<file path="config.mk">
export PLATFORM = sky130hd
export DESIGN_NAME = encoder_8x3_seq
export DESIGN_NICKNAME = d
export VERILOG_FILES = /design/src/rtl/encoder_8x3_seq_pkg.sv /design/src/rtl/prio_enc_8x3.sv /design/src/rtl/encoder_8x3_seq.sv
export SDC_FILE = /design/constraint.sdc
export NUM_CORES = 1
export LEC_CHECK = 0
export CAP_MARGIN = 20
export CORE_MARGIN = 5
export CORE_UTILIZATION = 47
export DETAILED_ROUTE_END_ITERATION = 8
export HOLD_SLACK_MARGIN = 0.05
export PLACE_DENSITY = 0.9
export SLEW_MARGIN = 20
export SYNTH_ARGS = -nofsm -noshare
export SYNTH_HDL_FRONTEND = slang
export SYNTH_SLANG_ARGS = --single-unit
</file>
<file path="constraint.sdc">
create_clock -name clk -period 4.6 [get_ports clk]
set_input_delay 0.92 -clock clk [delete_from_list [all_inputs] [get_ports clk]]
set_output_delay 0.92 -clock clk [all_outputs]
set_load 0.03 [all_outputs]
</file>
<file path="src/rtl/encoder_8x3_seq_pkg.sv">
// Shared types and widths for the sequential 8-to-3 encoder and its priority encoder.
package encoder_8x3_seq_pkg;

   localparam int IDX_W = 3;
   localparam int REQ_W = 8;

   typedef enum logic {
      IDLE    = 1'b0,
      PRESENT = 1'b1
   } state_t;

endpackage

</file>
<file path="src/rtl/prio_enc_8x3.sv">
// Combinational 8-bit priority encoder; msb_first selects which end of the vector wins.
module prio_enc_8x3
   import encoder_8x3_seq_pkg::*;
(
   input  logic [REQ_W-1:0] req,
   input  logic             msb_first,
   output logic [IDX_W-1:0] idx,
   output logic             any
);

   always_comb begin
      idx = '0;
      any = |req;
      if (msb_first) begin
         // Ascending scan: the last set bit seen is the highest one.
         for (int i = 0; i < REQ_W; i++) begin
            if (req[i]) idx = IDX_W'(i);
         end
      end else begin
         for (int i = REQ_W - 1; i >= 0; i--) begin
            if (req[i]) idx = IDX_W'(i);
         end
      end
   end

endmodule

</file>
<file path="src/rtl/encoder_8x3_seq.sv">
// Sequential 8-to-3 encoder: holds pending request flags and hands out their indices
// one per valid/ready transfer in priority order; each accepted index clears its flag.
module encoder_8x3_seq
   import encoder_8x3_seq_pkg::*;
#(
   parameter logic MSB_FIRST = 1'b0,
   parameter int   N         = REQ_W
)
(
   input  logic             clk,
   input  logic             rst_n,
   input  logic [REQ_W-1:0] req_in,
   input  logic             req_load,
   input  logic             req_clear,
   output logic [IDX_W-1:0] idx_out,
   output logic             idx_valid,
   input  logic             idx_ready,
   output logic [REQ_W-1:0] pending,
   output logic [3:0]       pend_cnt,
   output logic             done
);

   // Handshake: idx_out transfers at a rising edge where idx_valid and idx_ready are
   // both high; idx_valid never drops and idx_out never changes until that transfer.

   state_t           state, state_n;
   logic             accept;
   logic [REQ_W-1:0] accepted_bit;
   logic [REQ_W-1:0] next_pending;
   logic [REQ_W-1:0] pending_n;
   logic [IDX_W-1:0] idx_n;
   logic [IDX_W-1:0] prio_idx;
   logic             prio_any;
   logic             done_n;
   logic [3:0]       cnt_n;

   assign idx_valid = (state == PRESENT);
   assign accept    = idx_valid & idx_ready;

   always_comb begin
      accepted_bit = '0;
      if (accept) accepted_bit[idx_out] = 1'b1;
      // A bit re-requested while being accepted stays set.
      next_pending = (pending & ~accepted_bit) | (req_load ? req_in : '0);
   end

   prio_enc_8x3 u_prio (
      .req       (next_pending),
      .msb_first (MSB_FIRST),
      .idx       (prio_idx),
      .any       (prio_any)
   );

   always_comb begin
      state_n   = state;
      pending_n = next_pending;
      idx_n     = idx_out;
      done_n    = 1'b0;
      if (req_clear) begin
         state_n   = IDLE;
         pending_n = '0;
         idx_n     = '0;
      end else begin
         case (state)
            IDLE: begin
               if (prio_any) begin
                  state_n = PRESENT;
                  idx_n   = prio_idx;
               end
            end
            PRESENT: begin
               // Without an accept idx_out is held: no preemption by newer requests.
               if (accept) begin
                  if (prio_any) begin
                     idx_n = prio_idx;
                  end else begin
                     state_n = IDLE;
                     done_n  = 1'b1;
                  end
               end
            end
            default: state_n = IDLE;
         endcase
      end
   end

   always_comb begin
      cnt_n = '0;
      for (int i = 0; i < N; i++) begin
         cnt_n = cnt_n + {3'b000, pending_n[i]};
      end
   end

   always_ff @(posedge clk or negedge rst_n) begin
      if (!rst_n) begin
         state    <= IDLE;
         pending  <= '0;
         idx_out  <= '0;
         done     <= 1'b0;
         pend_cnt <= '0;
      end else begin
         state    <= state_n;
         pending  <= pending_n;
         idx_out  <= idx_n;
         done     <= done_n;
         pend_cnt <= cnt_n;
      end
   end

endmodule

</file>
==> run_results.csv <==
group,metric,value,unit
sta,period_share,94.65,%
logic_synthesis,yosysSeqAreaShare,40.00,%
clock_tree,htreeDepth,1,
logic_synthesis,synth-seq-cells,17,
clock_tree,clk_latency,0.29,ns
sta,relSlewSlack,48.29,%
logic_synthesis,synth_top_family_by_area,"simple AND/OR/NAND/NOR gates",
place,gp_congestion,0.9082,
critical_path,crit_path_cell_trace,"clkdlybuf4s50_1, nand2_1, or4_2, a22oi_1, or2_2, fa_1, fa_1, fa_1, inv_1, ha_1, inv_1, fa_1, inv_1",
clock_tree,clockRootBuffer,"clkbuf_4",
min_path,hold_start,"idx_out[1]",
power,vdd_drop_max,0.2445,mV
logic_synthesis,synth_ff_type,"dfrtp_1",
logic_synthesis,synthAdderAreaFrac,11.06,%
sta,hold_violations,0,
critical_path,r2r_end,"pend_cnt[1]",
place,portBuffers,29,
run_status,outcome,"finished, final reports clean",
sta,setup_violations,0,
route,wl_per_cell,16.01,um
logic_synthesis,synthArstFlopShare,100.0,%
min_path,min_path_type,"reg -> reg",
min_path,worstHoldEndpoint,"idx_out[1]",
critical_path,worstSetupPathType,"in -> reg",
die,rows,17,
power,p_leak,0.6596,nW
logic_synthesis,synth_edf_count,0,
route,antenna_left,0,
logic_synthesis,synth_xor_area_share,0.8235,%
clock_tree,clock-sinks,17,
clock_tree,cts_tree,"done",
die,die_height,57.57,um
place,hpwl,2187,um
logic_synthesis,syn_area,0.001064,sq mm
sta,final.setup.tns,0,ns
logic_synthesis,synth-compound-area-share,18.94,%
sta,rsz0062_at_grt,"no",
clock_tree,cts_buffers,3,
logic_synthesis,syn_nets,133,
cells_and_area,drive_gt1_share,12.16,%
logic_synthesis,synthDistinctLibCells,38,
critical_path,worstPathMaxFanout,2,
sta,period_needed,4.354,ns
critical_path,reg2regPathDepth,11,
clock_tree,cts_hold_buffers,0,
critical_path,crit_buf_inv,4,
critical_path,worst_path_largest_cell_delay,0.54,ns
logic_synthesis,muxShareOfSynthArea,1.882,%
logic_synthesis,avgSynthCellArea,9.412,sq um
cells_and_area,syn2layout_area_growth,34.59,%
clock_tree,clockBufferDepth,2,
logic_synthesis,yosys_warnings,0,
power,power_density,311.3,mW/mm^2
route,routed_wirelength,2817,um
critical_path,cp_data_required_time,4.80,ns
critical_path,cp-end-kind,"flip-flop",
clock_tree,clk_pin_slew,0.11,ns
min_path,hold_depth,2,
route,dr.pass1.iters,4,
global_routing,grt_pass1_wl,4485,um
die,die-area,0.003314,sq mm
sta,tightest_slew,0.7732,ns
critical_path,arrival,4.55,ns
logic_synthesis,yosys.area_share.simple,19.18,%
sta,fmax,0.2297,GHz
run,cap_violations,0,
die,start_util,48.54,%
cells_and_area,layout.nets,169,
sta,finalClockSkew,0.001896,ns
die,fp.dieW,57.57,um
logic_synthesis,synthCells,113,
route,post-route-drc-count,0,
sta,maxSlewViolCount,0,
sta,final.setup.worst_slack,0.2459,ns
route,vias,993,
clock_tree,post-cts-setup-buffer-count,0,
critical_path,worstReg2RegStart,"idx_out[2]",
cells_and_area,diodes,0,
route,drt_iter0_markers,51,
critical_path,critPathLaunchType,"input pin",
route,via_per_inst,5.642,
critical_path,slowest_stage,"or4_2",
critical_path,critical_path.top_delay_family,"adder cells",
place,place_ws,-0.04663,ns
die,pin_count,30,
cells_and_area,num-fill-cells,179,
global_routing,overflow,0,
clock_tree,cts_resized,0,
critical_path,crit_path_frequent_cell,"fa_1",
die,core-area,0.002191,sq mm
global_routing,track_usage,17.39,%
global_routing,antenna_found_initial,0,
global_routing,grt_pass1_vias,968,
global_routing,grt_max_degree,18,
critical_path,r2r_slack,0.81,ns
[worst max-delay path by stage]
stage,slack (ns),start,cells past startpoint,end
3_5_place_dp,-0.05,idx_ready,13,pend_cnt[1]
2_1_floorplan,0.61,idx_ready,12,pend_cnt[2]
4_1_cts,0.25,idx_ready,13,pend_cnt[1]
3_3_place_gp,0.04,idx_ready,13,pend_cnt[1]
5_1_grt,0.04,idx_ready,13,pend_cnt[2]
6_report,0.25,idx_ready,13,pend_cnt[1]
[registers in the layout, summed over array words and instances (netlist names)]
register,flops
pending,8
idx_out,3
done,1
pend_cnt,4
idx_valid,1
[routing by layer]
| metal | up-vias | global-route usage, % | part of all wire (%) | wire length (um) |
|---|---|---|---|---|
| met5 | - | 0 | 0 | 0 |
| met4 | 0 | 8.940 | 2.6 | 72 |
| met3 | 9 | 2.715 | 6.9 | 193 |
| met2 | 49 | 27.26 | 46 | 1305 |
| met1 | 477 | 23.03 | 44 | 1244 |
| li1 | 458 | - | - | - |
[stage by stage]
step	total power, mW	utilization [%]	hold slack [ns]	cell area [sq um]	instances
after detailed placement	0.3635	64.08	0.6559	1404	172
after global routing	0.4740	65.33	0.7004	1431	176
after global placement	0.3613	64.08	0.6396	1404	172
after floorplan	0.2899	-	0.6244	1064	113
after CTS	0.4491	65.33	0.6703	1431	176
final	0.4455	65.33	0.6767	1431	176
[cell families after synthesis]
kind of cell,Yosys count
muxes,2
buffers and inverters,20
and+or+nand+nor,35
xor gates and xnor gates,1
adders and majority gates,7
AOI/OAI and AO/OA,31
DFF,17
[synth_stat cells, types with 2 or more instances]
cell	count	area, sq um
dfrtp_1	17	425.4
inv_1	16	60.06
o21ai_0	9	45.04
a21oi_1	6	30.03
nand2_1	6	22.52
nor2_1	5	18.77
or2_2	5	31.28
fa_1	4	80.08
nand3_1	4	20.02
o21a_1	4	30.03
ha_1	3	37.54
nor2b_1	3	18.77
a22oi_1	2	15.01
mux2i_1	2	20.02
nand2b_1	2	12.51
nand4b_1	2	17.52
o21ai_1	2	10.01
[worst min-delay path: stages, from the launching register on]
cell and delay (ns):
dfrtp_1 0.49, inv_1 0.09, a221oi_1 0.07
[power by group]
part	internal, mW	switching, mW	leakage, nW	total, mW
clock	0.0323	0.0502	0.0177	0.0825
combinational	0.0794	0.102	0.420	0.181
sequential	0.168	0.0139	0.222	0.182
total	0.279	0.166	0.660	0.446
[cell type report]
class	count	area, sq um	area share [%]
Timing Repair Buffer	34	327.8	22.90
Clock buffer	3	22.52	1.573
Inverter	17	63.81	4.458
Tap cell	28	35.03	2.448
Multi-Input combinational cell	76	551.8	38.55
Sequential cell	17	425.4	29.72
Clock inverter	1	5.005	0.3497
[layout by cell type, fill, tap and decap left out, drive strengths merged, types with 2 or more instances in the layout]
master,instances
or4,2
o21a,4
clkbuf,3
buf,5
nand3,4
inv,17
a21oi,6
or2,5
clkdlybuf4s50,29
mux2i,2
nand2,6
nand2b,2
nand4b,2
fa,4
ha,3
dfrtp,17
nor2b,3
a22oi,2
nor2,5
o21ai,11
Note: power is estimated with default switching activity, not from simulation.
